--- config.mk ---
export PLATFORM = sky130hd
export DESIGN_NAME = store_size_unit
export DESIGN_NICKNAME = d
export VERILOG_FILES = /design/src/rtl/store_size_unit_pkg.sv /design/src/rtl/store_lane_merge.sv /design/src/rtl/store_size_unit.sv
export SDC_FILE = /design/constraint.sdc
export NUM_CORES = 1
export LEC_CHECK = 0
export ABC_AREA = 1
export BUFFER_PORTS_ARGS = -buffer_cell sky130_fd_sc_hd__buf_2
export CORE_MARGIN = 2
export CORE_UTILIZATION = 57
export CTS_BUF_LIST = sky130_fd_sc_hd__clkbuf_8
export CTS_CLUSTER_DIAMETER = 80
export DETAILED_ROUTE_END_ITERATION = 6
export HOLD_SLACK_MARGIN = 0.02
export MAX_ROUTING_LAYER = met4
export PLACE_DENSITY = 0.82
export SYNTH_ARGS = -nofsm -noshare
export SYNTH_HDL_FRONTEND = slang
export SYNTH_SLANG_ARGS = --single-unit
--- constraint.sdc ---
create_clock -name clk -period 2.82 [get_ports clk]
set_clock_uncertainty 0.05 [all_clocks]
set_input_delay 0.282 -clock clk [delete_from_list [all_inputs] [get_ports clk]]
set_output_delay 0.282 -clock clk [all_outputs]
set_load 0.02 [all_outputs]
--- src/rtl/store_size_unit_pkg.sv ---
// rtl/store_size_unit_pkg.sv - store-type codes, FSM states and alignment check for the store size unit
package store_size_unit_pkg;

  localparam logic [1:0] ST_SW = 2'b00;
  localparam logic [1:0] ST_SH = 2'b01;
  localparam logic [1:0] ST_SB = 2'b10;

  typedef enum logic [2:0] {
    S_IDLE  = 3'd0,
    S_READ  = 3'd1,
    S_WAIT  = 3'd2,
    S_MERGE = 3'd3,
    S_DONE  = 3'd4
  } state_t;

  // Reserved type and any offset that does not fit the access width are rejected.
  function automatic logic is_misaligned(input logic [1:0] st, input logic [1:0] off);
    case (st)
      ST_SW:   return off != 2'b00;
      ST_SH:   return off[0];
      ST_SB:   return 1'b0;
      default: return 1'b1;
    endcase
  endfunction

endpackage

--- src/rtl/store_lane_merge.sv ---
// rtl/store_lane_merge.sv - places the B byte/halfword into its little-endian lane of the memory word
module store_lane_merge
  import store_size_unit_pkg::*;
(
  input  logic [31:0] mem_word,
  input  logic [31:0] b_data,
  input  logic [1:0]  store_type,
  input  logic [1:0]  offset,
  output logic [31:0] merged
);

  always_comb begin
    merged = mem_word;
    case (store_type)
      ST_SW: merged = b_data;
      ST_SH: begin
        if (offset[1]) merged[31:16] = b_data[15:0];
        else           merged[15:0]  = b_data[15:0];
      end
      ST_SB:   merged[{offset, 3'b000} +: 8] = b_data[7:0];
      default: merged = mem_word;
    endcase
  end

endmodule

--- src/rtl/store_size_unit.sv ---
// rtl/store_size_unit.sv - read-modify-write sequencer producing the memory write word for sw/sh/sb
module store_size_unit
  import store_size_unit_pkg::*;
#(
  parameter int MEM_RD_LATENCY = 1
) (
  input  logic        clk,
  input  logic        reset,
  input  logic        start,
  input  logic [1:0]  store_type,
  input  logic [1:0]  addr_low,
  input  logic [31:0] reg_b_data,
  output logic        mem_rd_req,
  input  logic [31:0] mem_data_in,
  output logic [31:0] store_size_data,
  output logic        busy,
  output logic        done,
  output logic        align_err
);

  localparam int             CNT_W = $clog2(MEM_RD_LATENCY + 1);
  localparam logic [CNT_W-1:0] LAT = CNT_W'(MEM_RD_LATENCY);
  localparam logic [CNT_W-1:0] ONE = CNT_W'(1);

  state_t           state, state_next;
  logic [1:0]       st_q, off_q;
  logic [31:0]      b_q, mem_q, merged;
  logic             err_q;
  logic [CNT_W-1:0] cnt_q;

  store_lane_merge u_merge (
    .mem_word   (mem_q),
    .b_data     (b_q),
    .store_type (st_q),
    .offset     (off_q),
    .merged     (merged)
  );

  always_ff @(posedge clk) begin
    if (reset) begin
      state           <= S_IDLE;
      st_q            <= '0;
      off_q           <= '0;
      b_q             <= '0;
      mem_q           <= '0;
      err_q           <= 1'b0;
      cnt_q           <= '0;
      store_size_data <= '0;
    end else begin
      state <= state_next;
      case (state)
        S_IDLE: begin
          if (start) begin
            st_q  <= store_type;
            off_q <= addr_low;
            b_q   <= reg_b_data;
            err_q <= is_misaligned(store_type, addr_low);
          end
        end
        S_READ: cnt_q <= LAT;
        S_WAIT: begin
          cnt_q <= cnt_q - ONE;
          // Only the last WAIT cycle carries valid read data.
          if (cnt_q == ONE) mem_q <= mem_data_in;
        end
        S_MERGE: store_size_data <= merged;
        default: ;
      endcase
    end
  end

  always_comb begin
    state_next = state;
    mem_rd_req = 1'b0;
    busy       = 1'b1;
    done       = 1'b0;
    align_err  = 1'b0;
    case (state)
      S_IDLE: begin
        busy = 1'b0;
        if (start) begin
          if (is_misaligned(store_type, addr_low)) state_next = S_DONE;
          else if (store_type == ST_SW)            state_next = S_MERGE;
          else                                     state_next = S_READ;
        end
      end
      S_READ: begin
        mem_rd_req = 1'b1;
        state_next = S_WAIT;
      end
      S_WAIT: begin
        if (cnt_q == ONE) state_next = S_MERGE;
      end
      S_MERGE: state_next = S_DONE;
      S_DONE: begin
        done       = 1'b1;
        align_err  = err_q;
        state_next = S_IDLE;
      end
      default: state_next = S_IDLE;
    endcase
  end

endmodule

==> impl_results.md <==
- Pin count of the biggest net entering global routing: 56
- Number of nets in the final layout: between 1000 and 1500
- Most instantiated library cell after synthesis: sky130_fd_sc_hd__nand2_1
- Category of the most critical setup path: reg -> reg
- Clock transition time at the flip-flop clock pins of the worst setup and hold paths: around 0.11 ns
- Source-to-sink clock delay at the later pin of the worst-skew pair: around 0.38 ns
- Power density over the cells: 682 mW/mm^2
- Final WL: around 15 mm
- Final critical-path required period: ~2.2 ns
- HPWL after detailed placement: between 10 and 15 mm
- Design Power: about 0.0042 W
- Startpoint Class: flop
- Maximum buffer depth of the clock tree: 2
- Global route overflow: 0
- Number of setup violations in the final report: 0
- Cell variety after synth: 26
- FFs w/ async S/R, synth: 0%
- Global-route usage over all layers: a little under a third
- TritonCTS clock tree: yes
- Top post-synthesis cells by area: sky130_fd_sc_hd__dfxtp_1 (39%), sky130_fd_sc_hd__nand2_1 (21%), sky130_fd_sc_hd__a21oi_1 (12%), sky130_fd_sc_hd__nand3_1 (5.1%), sky130_fd_sc_hd__inv_1 (5.1%)
- Share of the clock period used by the worst path: between 70% and 80%
- Die Wd: between 100 and 150 um
- Num Clock Sinks: 105
- TritonCTS Buffers: 9
- Slew at the pin closest to its max-slew limit: between 0.6 and 0.7 ns
- Adder-cell share of the synthesized area: 1.15%
- Remaining design rule violation count: 0
- Post-synthesis cell area: 0.00543 mm^2
- Starting density of the core: 58.7%
- Fraction of the mapped netlist area in compound gates: between 15 and 20%
- Max-cap violation count: 0
- Class of the most critical hold timing path: in -> reg
- Number of antenna cells inserted: 0
- Std-Cell Core Area: approximately 0.0092 mm^2
- Via count of the first global-routing pass: 5132
- Slew Viols, Final: 0
- Leakage Power: just under 3 nW
- Num rows: 35
- Signed area change from the synthesized netlist to the final layout: 14.4%
- ANT nets after route: 0
- Post-CTS Setup Repair Bufs: 0
- Die area: between 0.01 and 0.015 mm^2
- Cells after synthesis: between 800 and 900
- Crit path arrival time: around 2.5 ns
- Register bit total from synthesis: roughly 110
- Wire per inst: approximately 14 um
- Quantity of hold-fixing buffers added after cts: 0
- Largest area contributor in the synthesized netlist: sky130_fd_sc_hd__dfxtp_1
- Count of input and output buffers: approximately 110
- Clock root buffer: sky130_fd_sc_hd__clkbuf_8
- Average cell area after synthesis: roughly 6.2 um^2
- Final sum of negative setup slack: 0 ns
- Critical-path maximum fanout: 10
- Top-level port count: 107
- Endpoint class of the critical path: flop
- Number of antenna violations at the first check in global routing: 0
- Sequential area share after synthesis: between 30% and 40%
- Highest attainable clock frequency: ~450 MHz
- Post-synth top flop: sky130_fd_sc_hd__dfxtp_1
- Cells resized by post-CTS repair: 0
- Setup repair after global routing missed its margin: false
- Share of final-layout standard cells stronger than drive strength 1: 14.9%
- Top post-synthesis cells by count: sky130_fd_sc_hd__nand2_1 (308), sky130_fd_sc_hd__a21oi_1 (131), sky130_fd_sc_hd__dfxtp_1 (105)
- Basic-gate share of the synthesized area counting and, or, nand and nor cells: 32.5%
- Vias: 5845
- Slew Limit Headroom: a little under three fifths
- Mux cell area share after synthesis: 0%
- Worst voltage drop across the vdd grid: ~510 uV
- Area share of xor/xnor cells in the synthesized design: 0%
- Final count of hold timing violations: 0
- Number of detailed-route iterations in the first pass: 5
- Dominant combinational cell family by area after synthesis: simple AND/OR/NAND/NOR gates
- Syn nets: between 900 and 1000
- Yosys warnings: 0
- Drt initial violations: approximately 500
- Required time worst endpoint: between 3 and 4 ns
- Vias per Instance: 5.39
- Wire length of the first global-routing pass: around 25 mm
- H-Tree Depth: 3
- Final estimated routing congestion in global placement: around 0.97
- Die outline height: slightly above 100 um
- Share of the synthesized area in the top cell type: between 30 and 40%
- Number of enable flip-flop cells after synthesis: 0
- Outcome: finished, final reports clean
## per-stage QoR
step           setup WS, ns  hold WS (ns)  instance area, um^2  cells  utilization (%)
6_report              0.582         0.107                 6210   1085             67.2
5_1_grt               0.329         0.114                 6210   1085             67.2
4_1_cts               0.596         0.106                 6210   1085             67.2
3_5_place_dp          0.617         0.396                 6010   1069             65.0
3_3_place_gp          0.646         0.385                 6010   1069             65.0
2_1_floorplan         0.660         0.374                 5430    871                -
## routing by layer
layer / global-route usage, % / vias to the layer above / routed length (um) / share of wire (%)
met2: 49.5 / 273 / 7020 / 45
met4: 11.6 / 0 / 363 / 2.3
met5: - / - / 0 / 0
li1: - / 2945 / - / -
met3: 3.93 / 33 / 1290 / 8.3
met1: 42.6 / 2594 / 6800 / 44
## placed cells by master, fill, tap and decap left out, types with 2 or more instances in the layout
cell	count
sky130_fd_sc_hd__a21oi_1	131
sky130_fd_sc_hd__buf_4	11
sky130_fd_sc_hd__nand4_1	3
sky130_fd_sc_hd__nor3_1	3
sky130_fd_sc_hd__nand2_1	306
sky130_fd_sc_hd__o211ai_1	7
sky130_fd_sc_hd__nand2_2	3
sky130_fd_sc_hd__clkinv_1	3
sky130_fd_sc_hd__ha_1	5
sky130_fd_sc_hd__buf_2	106
sky130_fd_sc_hd__nand3_1	55
sky130_fd_sc_hd__clkbuf_8	11
sky130_fd_sc_hd__nor2_1	68
sky130_fd_sc_hd__inv_6	2
sky130_fd_sc_hd__dfxtp_1	105
sky130_fd_sc_hd__o21ai_0	51
sky130_fd_sc_hd__inv_1	73
## where the power goes
| group | switching, W | leakage, nW | internal, W |
|---|---|---|---|
| combinational | 0.00106 | 1.99 | 0.000443 |
| sequential | 0.000140 | 0.853 | 0.00165 |
| clock | 0.000559 | 0.0985 | 0.000384 |
| total | 0.00176 | 2.94 | 0.00247 |
## area by class of cell
| class | count | area [um^2] |
|---|---|---|
| Clock buffer | 11 | 151 |
| Inverter | 77 | 289 |
| Clock inverter | 5 | 45.0 |
| Multi-Input combinational cell | 640 | 2820 |
| Fill cell | 903 | 3030 |
| Sequential cell | 105 | 2100 |
| Tap cell | 129 | 161 |
| Timing Repair Buffer | 118 | 633 |
## worst paths after layout
kind             startpoint                  end  slack, ns  cells after the start
min reg2reg         b_q[26]              b_q[26]       0.41                      2
min          mem_data_in[7]             mem_q[7]       0.11                      3
max reg2reg        off_q[1]  store_size_data[13]       0.58                      9
max                off_q[1]  store_size_data[13]       0.58                      9
## state kept, by name, indices dropped and copies added, names as in the netlist
name,cells
st_q,2
state,3
b_q,32
cnt_q,1
mem_q,32
store_size_data,32
err_q,1
off_q,2
## worst max-delay path: stages (launching register included)
cell and delay (ns):
sky130_fd_sc_hd__dfxtp_1 0.34, sky130_fd_sc_hd__clkinv_1 0.23, sky130_fd_sc_hd__ha_1 0.40, sky130_fd_sc_hd__inv_1 0.05, sky130_fd_sc_hd__nor2_2 0.29, sky130_fd_sc_hd__nor3b_2 0.44
sky130_fd_sc_hd__nand2_1 0.16, sky130_fd_sc_hd__o211ai_1 0.12, sky130_fd_sc_hd__nand2_1 0.07, sky130_fd_sc_hd__inv_1 0.05
## cells by family (layout without fill, tap and decap cells)
group,count (synthesis),count (layout)
flip-flops,105,105
AND/OR/NAND/NOR,442,442
AO/OA/AOI/OAI,193,193
adder cells (fa/ha/maj),5,5
buffers and inverters,126,211
No activity file was read; power rests on OpenSTA's default activity.
